File: src/rtl/display_scan_driver.sv
`default_nettype none
// ============================================================================
// Module   : display_scan_driver
// Purpose  : Time-multiplexed driver for an 8-digit common-anode 7-segment
//            display. Each digit position gets SCAN_DIV clock cycles. The
//            first BLANK_CYC cycles of each slot are forced dark so that
//            ghosting between neighbouring digits is suppressed. The eight
//            digit codes are snapshotted once per frame, so a frame never
//            shows a mix of old and new codes.
// Ports    : clock      - system clock, rising-edge active
//            reset      - asynchronous, active-low reset
//            d1..d8     - digit codes {enable, glyph[3:0], dp_n}; d1 = pos 0
//            an         - anode selects, active-low, an[k] = position k
//            seg        - cathodes, active-low, {dp, g, f, e, d, c, b, a}
//            frame_done - one-cycle pulse after each snapshot of d1..d8
// Revision : 1.0 - initial release
// ============================================================================
module display_scan_driver #(
    parameter int SCAN_DIV  = 100000,
    parameter int BLANK_CYC = 1000
) (
    input  logic       clock,
    input  logic       reset,
    input  logic [5:0] d1,
    input  logic [5:0] d2,
    input  logic [5:0] d3,
    input  logic [5:0] d4,
    input  logic [5:0] d5,
    input  logic [5:0] d6,
    input  logic [5:0] d7,
    input  logic [5:0] d8,
    output logic [7:0] an,
    output logic [7:0] seg,
    output logic       frame_done
);

    // Prescaler is wide enough to hold SCAN_DIV-1.
    localparam int              c_PW    = (SCAN_DIV > 2) ? $clog2(SCAN_DIV) : 1;
    localparam logic [c_PW-1:0] c_LAST  = c_PW'(SCAN_DIV - 1);
    localparam logic [c_PW-1:0] c_ONE   = c_PW'(1);
    localparam logic [2:0]      c_LAST_SLOT = 3'd7;

    logic [c_PW-1:0] r_prescaler;
    logic [2:0]      r_index;
    logic [5:0]      r_shadow [0:7];
    logic [7:0]      r_an;
    logic [7:0]      r_seg;
    logic            r_frame_done;

    logic            w_tick;
    logic            w_capture;
    logic            w_past_blank;
    logic [5:0]      w_code;
    logic            w_lit;
    logic [7:0]      w_an;
    logic [7:0]      w_seg;

    // Active-high gfedcba pattern for hex glyphs 0..F.
    function automatic logic [6:0] f_glyph(input logic [3:0] idx);
        logic [6:0] pat;
        case (idx)
            4'h0:    pat = 7'h3F;
            4'h1:    pat = 7'h06;
            4'h2:    pat = 7'h5B;
            4'h3:    pat = 7'h4F;
            4'h4:    pat = 7'h66;
            4'h5:    pat = 7'h6D;
            4'h6:    pat = 7'h7D;
            4'h7:    pat = 7'h07;
            4'h8:    pat = 7'h7F;
            4'h9:    pat = 7'h6F;
            4'hA:    pat = 7'h77;
            4'hB:    pat = 7'h7C;
            4'hC:    pat = 7'h39;
            4'hD:    pat = 7'h5E;
            4'hE:    pat = 7'h79;
            default: pat = 7'h71;
        endcase
        return pat;
    endfunction

    assign w_tick    = (r_prescaler == c_LAST);
    // The snapshot is taken on the tick that ends the last slot, so the new
    // codes take effect exactly at the start of position 0.
    assign w_capture = w_tick && (r_index == c_LAST_SLOT);

    // With no blanking interval the comparison would be trivially true;
    // tie it off explicitly instead of comparing against zero.
    generate
        if (BLANK_CYC == 0) begin : g_no_blank
            assign w_past_blank = 1'b1;
        end else begin : g_blank
            localparam logic [c_PW-1:0] c_BLANK = c_PW'(BLANK_CYC);
            assign w_past_blank = (r_prescaler >= c_BLANK);
        end
    endgenerate

    assign w_code = r_shadow[r_index];
    assign w_lit  = w_code[5] && w_past_blank;

    always_comb begin
        w_an  = 8'hFF;
        w_seg = 8'hFF;
        if (w_lit) begin
            w_an  = ~(8'd1 << r_index);
            w_seg = {w_code[0], ~f_glyph(w_code[4:1])};
        end
    end

    // Scan timing: prescaler within a slot, slot index within a frame.
    always_ff @(posedge clock or negedge reset) begin
        if (!reset) begin
            r_prescaler <= '0;
            r_index     <= 3'd0;
        end else begin
            if (w_tick) begin
                r_prescaler <= '0;
                r_index     <= r_index + 3'd1;
            end else begin
                r_prescaler <= r_prescaler + c_ONE;
            end
        end
    end

    // Frame snapshot of the digit codes.
    always_ff @(posedge clock or negedge reset) begin
        if (!reset) begin
            for (int i = 0; i < 8; i++) begin
                r_shadow[i] <= 6'b000000;
            end
        end else if (w_capture) begin
            r_shadow[0] <= d1;
            r_shadow[1] <= d2;
            r_shadow[2] <= d3;
            r_shadow[3] <= d4;
            r_shadow[4] <= d5;
            r_shadow[5] <= d6;
            r_shadow[6] <= d7;
            r_shadow[7] <= d8;
        end
    end

    // Registered outputs; blanking on reset is asynchronous.
    always_ff @(posedge clock or negedge reset) begin
        if (!reset) begin
            r_an         <= 8'hFF;
            r_seg        <= 8'hFF;
            r_frame_done <= 1'b0;
        end else begin
            r_an         <= w_an;
            r_seg        <= w_seg;
            r_frame_done <= w_capture;
        end
    end

    assign an         = r_an;
    assign seg        = r_seg;
    assign frame_done = r_frame_done;

endmodule
`default_nettype wire

File: config.mk
export PLATFORM = sky130hd
export DESIGN_NAME = display_scan_driver
export DESIGN_NICKNAME = d
export VERILOG_FILES = /design/src/rtl/display_scan_driver.sv
export SDC_FILE = /design/constraint.sdc
export NUM_CORES = 1
export LEC_CHECK = 0
export ABC_CLOCK_PERIOD_IN_PS = 3400
export CAP_MARGIN = 20
export CORE_MARGIN = 10
export CORE_UTILIZATION = 55
export DETAILED_ROUTE_END_ITERATION = 16
export DONT_BUFFER_PORTS = 1
export GPL_ROUTABILITY_DRIVEN = 0
export GPL_TIMING_DRIVEN = 1
export PLACE_DENSITY_LB_ADDON = 0.25
export SLEW_MARGIN = 10
export SYNTH_ARGS = -nofsm -noshare
export SYNTH_HDL_FRONTEND = slang
export SYNTH_SLANG_ARGS = --single-unit
export TNS_END_PERCENT = 30
File: constraint.sdc
create_clock -name clock -period 3.4 [get_ports clock]
set_clock_uncertainty 0.1 [all_clocks]
set_input_delay 0.68 -clock clock [delete_from_list [all_inputs] [get_ports clock]]
set_output_delay 0.68 -clock clock [all_outputs]
set_load 0.005 [all_outputs]
==> results of run 1 <==
-- flip-flops by register name, indices dropped and copies added, names as in the netlist --
register / count
r_shadow: 48
r_prescaler: 17
an: 8
seg: 8
r_index: 3
frame_done: 1
-- power by group --
| part | switching, uW | total [uW] | leakage (uW) | internal, uW |
|---|---|---|---|---|
| Sequential | 17.4 | 1060 | 0.00101 | 1040 |
| Clock | 401 | 684 | 0.0000971 | 283 |
| Combinational | 40.4 | 93.1 | 0.000769 | 52.7 |
-- critical path: stages, from the launching register on --
cell      delay [ps]
dfrtp_1          760
mux4_2           400
mux2i_1          470
inv_1            160
ha_1             280
mux2i_1          170
or2_2            130
o211ai_1          70
-- metal layers --
layer  vias to the layer above  wire (um)  GRT usage [%]  share of wire [%]
met5                         -          0              0                  0
met4                         0         98           6.47                1.3
met3                         8        706           6.76                9.3
met2                        58       3400           20.2                 45
met1                      1098       3430           18.2                 45
li1                       1027          -              -                  -
-- worst max-delay path by stage --
stage,start,end,slack (ps),depth (start not counted)
floorplan,r_index[0],seg[3],920,8
global placement,r_index[0],seg[3],840,9
detailed placement,r_index[0],seg[5],770,7
CTS,r_index[0],seg[5],730,7
global route,r_index[0],seg[5],500,7
finish,r_index[1],seg[5],770,7
-- area by class of cell --
class,count,share of cell area (%)
Tap cell,99,2.88
Clock buffer,9,2.88
Antenna cell,1,0.0581
Multi-Input combinational cell,182,40.7
Clock inverter,7,1.48
Inverter,10,0.871
Sequential cell,85,49.8
Timing Repair Buffer,5,1.34
-- synth_stat cells (4+ instances only) --
library cell  count  area share (%)
and3_1            5            0.78
buf_2             4            0.50
clkbuf_1          4            0.37
dfrtp_1          69              43
dfstp_2          16              10
ha_1             14             4.4
inv_1             9            0.84
mux2_2           29             8.1
mux2_4           20             7.5
mux2i_1           7             1.7
mux4_2           12             6.7
nand2_1          21             2.0
nand3_1          10             1.2
nand4_1           4            0.62
nor2_1           12             1.1
o211ai_1          4            0.75
xnor2_1          12             2.6
xor2_1            5             1.1
-- metrics by stage --
stage	instances	instance area [um^2]	power (uW)	utilization, %
after floorplan	289	4010	1130	-
after global placement	380	4090	1150	57.0
after detailed placement	380	4090	1150	57.0
after CTS	397	4310	1850	60.0
after global routing	397	4310	1910	60.0
final	398	4310	1830	60.0
-- cell families (layout without fill, tap and decap cells) --
family                     after synthesis  in the layout  synth area share (%)
AOI/OAI and AO/OA                       10             10                  1.81
xor gates and xnor gates                17             17                  3.71
adders and majority gates               14             14                  4.37
buffers and inverters                   22             31                  2.75
DFF                                     85             85                  53.6
muxes                                   68             68                  24.1
other                                    0              1                     0
and+or+nand+nor                         73             73                  9.68
==> flow_metrics.py, run 1 <==
metrics = {
    "yosys": {
        "synth-seq-cells": 85,
        "async_reset_ff_share_pct": 100,
        "syn_area_um2": 4010,
        "yosys_warnings": 0,
        "synth_top_flop_cell": "dfrtp_1",
        "avgSynthCellArea_um2": 13.9,
        "synth-edff-count": 0,
        "synth-seq-area-share_pct": 53.6,
        "synth_nets": 353,
        "syn_inst": 289,
        "yosysUniqueCellTypes": 40,
    },
    "critical_path": {
        "start_kind": "flip-flop",
        "r2r-end": "seg[5]",
        "r2r_cells": 7,
        "cp-end-kind": "flip-flop",
        "crit_fanout": 15,
        "crit_required_ps": 3570,
        "r2r_slack_ps": 770,
        "setup.worst_path.class": "flip-flop to flip-flop",
        "rr_startpoint": "r_index[1]",
        "arrival_ps": 2800,
    },
    "route": {
        "drt-total-wl_um": 7630,
        "vias_per_cell": 5.51,
        "ant_nets": 0,
        "wl_per_cell_um": 19.2,
        "drtPass1Iterations": 4,
        "routed-via-count": 2191,
        "drcViolationCount": 0,
        "drt_iter0_drc": 114,
    },
    "placed_design": {
        "hpwl_um": 5420,
        "io_buffers": 0,
        "dp_slack_ps": 766,
    },
    "clock_tree": {
        "cts_buffers": 9,
        "cts_max_level": 3,
        "clk_latency_ps": 370,
        "hold_buffers": 1,
        "post-cts-setup-buffers": 0,
        "cts.repair.resized": 0,
        "clock_path_buffers": 2,
        "cts_root_buf": "clkbuf_8",
        "cts.sinks": 85,
        "cts_tree": "built",
        "cts.clk_slew.worst_paths_ps": 100,
    },
    "final_layout": {
        "fin_nets": 357,
        "drive_above_1_share_pct": 35.2,
        "layout_common_cells": "dfrtp_1 (69), mux2_2 (29), nand2_1 (21)",
        "seqCellArea_um2": 2150,
        "final_common_cell": "dfrtp_1",
        "multi_input_area_um2": 1750,
        "syn2layout_area_growth_pct": 7.46,
        "fillers": 572,
    },
    "floorplanning": {
        "fp.coreArea_um2": 7180,
        "dieArea_um2": 11100,
        "floorplan.initialDensity_pct": 55.9,
        "die_y_um": 105,
        "die_w_um": 105,
        "io_pins": 67,
        "placementRows": 31,
    },
    "grt": {
        "grt_use_total_pct": 14.3,
        "grt_max_degree": 70,
        "antenna_found_initial": 1,
        "grt_pass1_vias": 2345,
        "grt_pass1_wl_um": 12400,
        "grt_overflow": 0,
    },
    "sta": {
        "fin_ws_ps": 770,
        "finalSetupViolations": 0,
        "slew-limit-headroom_pct": 49.9,
        "hold_violations": 0,
        "finalCritPeriodShare_pct": 77.4,
        "slew_violations": 0,
        "worst_pin_slew_ps": 746,
        "layout_min_cycle_time_ps": 2630,
        "rsz0062_at_grt": "false",
        "timing.hold.ws_ps": 46.5,
        "fmax_ghz": 0.380,
        "setup_tns_ps": 0,
    },
    "min_path": {
        "hold_class": "primary input to async pin",
    },
    "power_and_ir_drop": {
        "peakVddDrop_mv": 0.239,
        "p_leak_uw": 0.00187,
        "powerDensity_nw_per_um2": 426,
    },
    "job": {
        "max_cap_violations": 0,
    },
    "status": {
        "status": "finished, final reports clean",
    },
}
(Power assumes the default switching activity.)
==> run 2: changes to the inputs <==
Settings changed: ABC_CLOCK_PERIOD_IN_PS 3400 to 2500.
Clock period 3.4 ns to 2.5 ns, I/O delays scaled along.
==> flow_metrics.py, run 2 (synthesized netlist as in run 1, its figures left out) <==
metrics = {
    "sta": {
        "hold_violations": 85,
        "setup_tns_ps": 0,
        "layout_min_cycle_time_ps": 2250,
        "timing.hold.ws_ps": -264,
        "rsz0062_at_grt": "false",
        "worst_pin_slew_ps": 617,
        "fmax_ghz": 0.444,
        "slew-limit-headroom_pct": 58.5,
        "finalSetupViolations": 0,
        "finalCritPeriodShare_pct": 90.1,
        "slew_violations": 0,
    },
    "grt": {
        "antenna_found_initial": 1,
        "grt_pass1_wl_um": 12300,
        "grt_use_total_pct": 14.0,
        "grt_pass1_vias": 2339,
        "grt_max_degree": 86,
        "grt_overflow": 0,
    },
    "clock_tree": {
        "clock_path_buffers": 2,
        "post-cts-setup-buffers": 0,
        "cts_tree": "built",
        "cts_root_buf": "clkbuf_8",
        "cts_buffers": 9,
        "cts_max_level": 3,
        "cts.sinks": 85,
        "cts.repair.resized": 0,
        "cts.clk_slew.worst_paths_ps": 80,
        "clk_latency_ps": 350,
    },
    "route": {
        "drtPass1Iterations": 4,
        "vias_per_cell": 5.57,
        "ant_nets": 0,
        "drt-total-wl_um": 7650,
        "wl_per_cell_um": 19.0,
        "drt_iter0_drc": 94,
        "drcViolationCount": 0,
        "routed-via-count": 2238,
    },
    "critical_path": {
        "r2r_slack_ps": 250,
        "endpoint": "seg[6]",
        "crit_required_ps": 2650,
        "setup.worst_path.class": "flip-flop to flip-flop",
        "arrival_ps": 2400,
        "rr_startpoint": "r_index[0]",
        "start_kind": "flip-flop",
        "r2r_cells": 9,
        "startpoint": "r_index[0]",
        "cp-end-kind": "flip-flop",
        "r2r-end": "seg[6]",
        "crit_fanout": 11,
    },
    "floorplanning": {
        "io_pins": 67,
        "placementRows": 31,
        "fp.coreArea_um2": 7180,
        "die_w_um": 105,
        "floorplan.initialDensity_pct": 55.9,
        "dieArea_um2": 11100,
        "die_y_um": 105,
    },
    "power_and_ir_drop": {
        "p_leak_uw": 0.00189,
        "peakVddDrop_mv": 0.283,
        "powerDensity_nw_per_um2": 548,
    },
    "final_layout": {
        "largest_register": "r_shadow",
        "reg_top3": "r_shadow (48), r_prescaler (17)",
        "fillers": 578,
        "layout_common_cells": "dfrtp_1 (69), mux2_2 (29), nand2_1 (21)",
        "diodes": 0,
        "fin_nets": 362,
        "drive_above_1_share_pct": 35.0,
        "final_util_pct": 60.1,
        "syn2layout_area_growth_pct": 7.62,
        "largest_reg_flops": 48,
        "final_common_cell": "dfrtp_1",
    },
    "min_path": {
        "hold_class": "primary input to async pin",
    },
    "status": {
        "status": "complete, but fails checks",
        "violations": "hold timing",
    },
    "job": {
        "max_cap_violations": 0,
    },
    "placed_design": {
        "hpwl_um": 5400,
        "io_buffers": 0,
    },
}
[run 2: final cells by class]
class | instances | area (um^2) | area share, %
clock buffer | 13 | 139 | 3.22
clock inverter | 3 | 15.0 | 0.348
inverter | 10 | 37.5 | 0.870
multi-input combinational | 182 | 1750 | 40.6
sequential | 85 | 2150 | 49.8
tap | 99 | 124 | 2.87
timing repair buffer | 10 | 100 | 2.32
[run 2: per-layer routing]
metal	vias up	share of wire [%]	global-route usage (%)
li1	1038	-	-
met1	1129	43	17.1
met2	58	46	21.1
met3	11	9.1	6.39
met4	2	1.7	6.18
met5	-	0.24	0
[run 2: worst min path at each step]
stage | endpoint | slack, ps | depth (start not counted)
after CTS | r_prescaler[4] | -280 | 0
final | r_prescaler[6] | -260 | 0
after global routing | r_prescaler[7] | -280 | 0
after global placement | r_shadow[45] | 110 | 0
after detailed placement | r_shadow[46] | 110 | 0
after floorplan | frame_done | 100 | 0
[run 2: worst max-delay path: stages, from the launching register on]
cell	delay [ps]
dfrtp_1	390
buf_12	160
mux4_2	500
nand2_1	80
and2_1	200
inv_1	130
ha_1	260
mux2i_1	130
or2_2	130
o211ai_1	80
[run 2: where the power goes]
part / switching (uW) / total, uW / internal (uW)
sequential: 20.9 / 1440 / 1410
clock: 469 / 827 / 359
combinational: 34.2 / 102 / 68.0
[run 2: through the flow]
step | setup slack (ps) | total power, uW | hold WS [ps] | instances | area (um^2)
final | 248 | 2370 | -264 | 402 | 4310
after global routing | 74.2 | 2440 | -281 | 402 | 4310
after CTS | 222 | 2380 | -276 | 402 | 4310
after detailed placement | 244 | 1560 | 108 | 386 | 4160
after global placement | 286 | 1560 | 108 | 386 | 4160
after floorplan | 17.7 | 1540 | 104 | 289 | 4010
==> run 3: changes to the inputs <==
Settings changed: CORE_UTILIZATION 55 to 35.
==> flow_metrics.py, run 3 (synthesized netlist as in run 1, its figures left out) <==
metrics = {
    "floorplanning": {
        "die_w_um": 127,
        "placementRows": 39,
        "die_y_um": 127,
        "dieArea_um2": 16100,
        "fp.coreArea_um2": 11300,
        "floorplan.initialDensity_pct": 35.4,
        "io_pins": 67,
    },
    "status": {
        "violations": "hold timing",
        "status": "complete, but fails checks",
    },
    "clock_tree": {
        "cts_max_level": 3,
        "cts.sinks": 85,
        "cts.repair.resized": 0,
        "cts_root_buf": "clkbuf_16",
        "clk_latency_ps": 340,
        "cts_buffers": 9,
        "post-cts-setup-buffers": 0,
        "cts.clk_slew.worst_paths_ps": 60,
        "clock_path_buffers": 2,
        "cts_tree": "built",
    },
    "sta": {
        "slew-limit-headroom_pct": 62.9,
        "fin_ws_ps": 258,
        "setup_tns_ps": 0,
        "timing.hold.ws_ps": -237,
        "fmax_ghz": 0.446,
        "finalCritPeriodShare_pct": 89.7,
        "slew_violations": 0,
        "finalSetupViolations": 0,
        "layout_min_cycle_time_ps": 2240,
        "rsz0062_at_grt": "false",
        "hold_violations": 85,
        "worst_pin_slew_ps": 551,
    },
    "grt": {
        "grt_overflow": 0,
        "grt_use_total_pct": 9.96,
        "grt_pass1_wl_um": 12700,
        "grt_max_degree": 86,
        "grt_pass1_vias": 2301,
        "antenna_found_initial": 3,
    },
    "final_layout": {
        "layout_common_cells": "dfrtp_1 (69), mux2_2 (29), nand2_1 (21)",
        "fin_nets": 360,
        "drive_above_1_share_pct": 35.9,
        "final_util_pct": 39.7,
        "largest_register": "r_shadow",
        "reg_top3": "r_shadow (48), r_prescaler (17)",
        "final_common_cell": "dfrtp_1",
        "largest_reg_flops": 48,
        "syn2layout_area_growth_pct": 12.2,
        "fillers": 1073,
    },
    "route": {
        "routed-via-count": 2169,
        "drcViolationCount": 0,
        "ant_nets": 0,
        "vias_per_cell": 4.86,
        "drt-total-wl_um": 7870,
        "wl_per_cell_um": 17.6,
        "drt_iter0_drc": 97,
        "drtPass1Iterations": 4,
    },
    "critical_path": {
        "crit_required_ps": 2640,
        "crit_chain": "buf_12 -> mux4_2 -> nand2_1 -> and2_1 -> inv_1 -> ha_1 -> mux2i_1 -> and2_0 -> o21ai_0",
        "start_kind": "flip-flop",
        "rr_startpoint": "r_index[0]",
        "setup.worst_path.class": "flip-flop to flip-flop",
        "r2r_cells": 9,
        "crit_slowest_cell": "mux4_2",
        "crit_fanout": 15,
        "arrival_ps": 2390,
        "r2r-end": "seg[3]",
        "r2r_slack_ps": 260,
        "cpPeakStageDelay_ps": 500,
        "cp-end-kind": "flip-flop",
    },
    "placed_design": {
        "io_buffers": 0,
        "hpwl_um": 5580,
        "dp_slack_ps": 250,
    },
    "min_path": {
        "hold_class": "primary input to async pin",
    },
    "power_and_ir_drop": {
        "p_clk_share_pct": 45.6,
        "internal-power_uw": 2200,
        "p_seq_share_pct": 50.8,
        "netSwitchingFraction_pct": 22.2,
        "power_switching_uw": 626,
        "power_uw": 2830,
        "peakVddDrop_mv": 0.398,
        "p_leak_uw": 0.00194,
        "powerDensity_nw_per_um2": 628,
        "power_frac_comb_pct": 3.6,
    },
    "job": {
        "max_cap_violations": 0,
    },
}
==> run 3: cell types whose count changed in the layout (fill, tap and decap cells not counted), moves of 2 or more <==
| cell | delta |
|---|---|
| clkbuf_16 | +9 |
| clkbuf_8 | -8 |
| clkbuf_1 | -4 |
| buf_4 | -2 |
| clkinv_2 | -2 |
| diode_2 | +2 |
| inv_6 | +2 |
==> run 3: area by class of cell <==
cell class | instances | area (um^2) | share of cell area, %
antenna | 2 | 5.00 | 0.111
timing repair buffer | 8 | 85.1 | 1.89
sequential | 85 | 2150 | 47.7
tap | 143 | 179 | 3.98
inverter | 10 | 37.5 | 0.834
multi-input combinational | 182 | 1750 | 38.9
clock inverter | 6 | 55.1 | 1.22
clock buffer | 10 | 239 | 5.31
==> run 3: worst max path at each step <==
stage / startpoint / to / slack, ps / cells past startpoint
2_1_floorplan: r_index[0] / seg[3] / 20 / 8
3_3_place_gp: r_index[0] / seg[5] / 260 / 9
3_5_place_dp: r_index[0] / seg[3] / 250 / 9
4_1_cts: r_index[0] / seg[5] / 230 / 8
5_1_grt: r_index[0] / seg[3] / 40 / 9
6_report: r_index[0] / seg[3] / 260 / 9
==> run 3: critical path: cells and delay by family (launching register included) <==
family / cells / cell delay, ps
compound gates: 1 / 80
fa+ha+maj: 1 / 260
buf+inv: 2 / 300
flops: 1 / 370
mux: 2 / 620
simple gates: 3 / 400
==> run 3: power by group through the flow <==
| stage | logic (uW) | registers (uW) | clock network [uW] |
|---|---|---|---|
| 4_1_cts | 103 | 1440 | 1320 |
| 2_1_floorplan | 89.7 | 1450 | 0 |
| 3_5_place_dp | 103 | 1460 | 0 |
| 3_3_place_gp | 100 | 1460 | 0 |
| 5_1_grt | 112 | 1440 | 1380 |
| 6_report | 102 | 1440 | 1290 |
==> run 3: through the flow <==
step | instance area [um^2] | hold slack [ps] | std cells
after floorplan | 4010 | 104 | 289
after global placement | 4200 | 110 | 428
after detailed placement | 4200 | 110 | 428
after CTS | 4490 | -257 | 444
after global routing | 4500 | -256 | 445
final | 4500 | -237 | 446
==> run 3: metal layers <==
metal  track usage, %  vias up  routed length, um
li1                 -     1034                  -
met1             11.9     1071               3490
met2             15.1       54               3590
met3             5.13        8                705
met4             3.42        2                 76
met5                0        -                  7
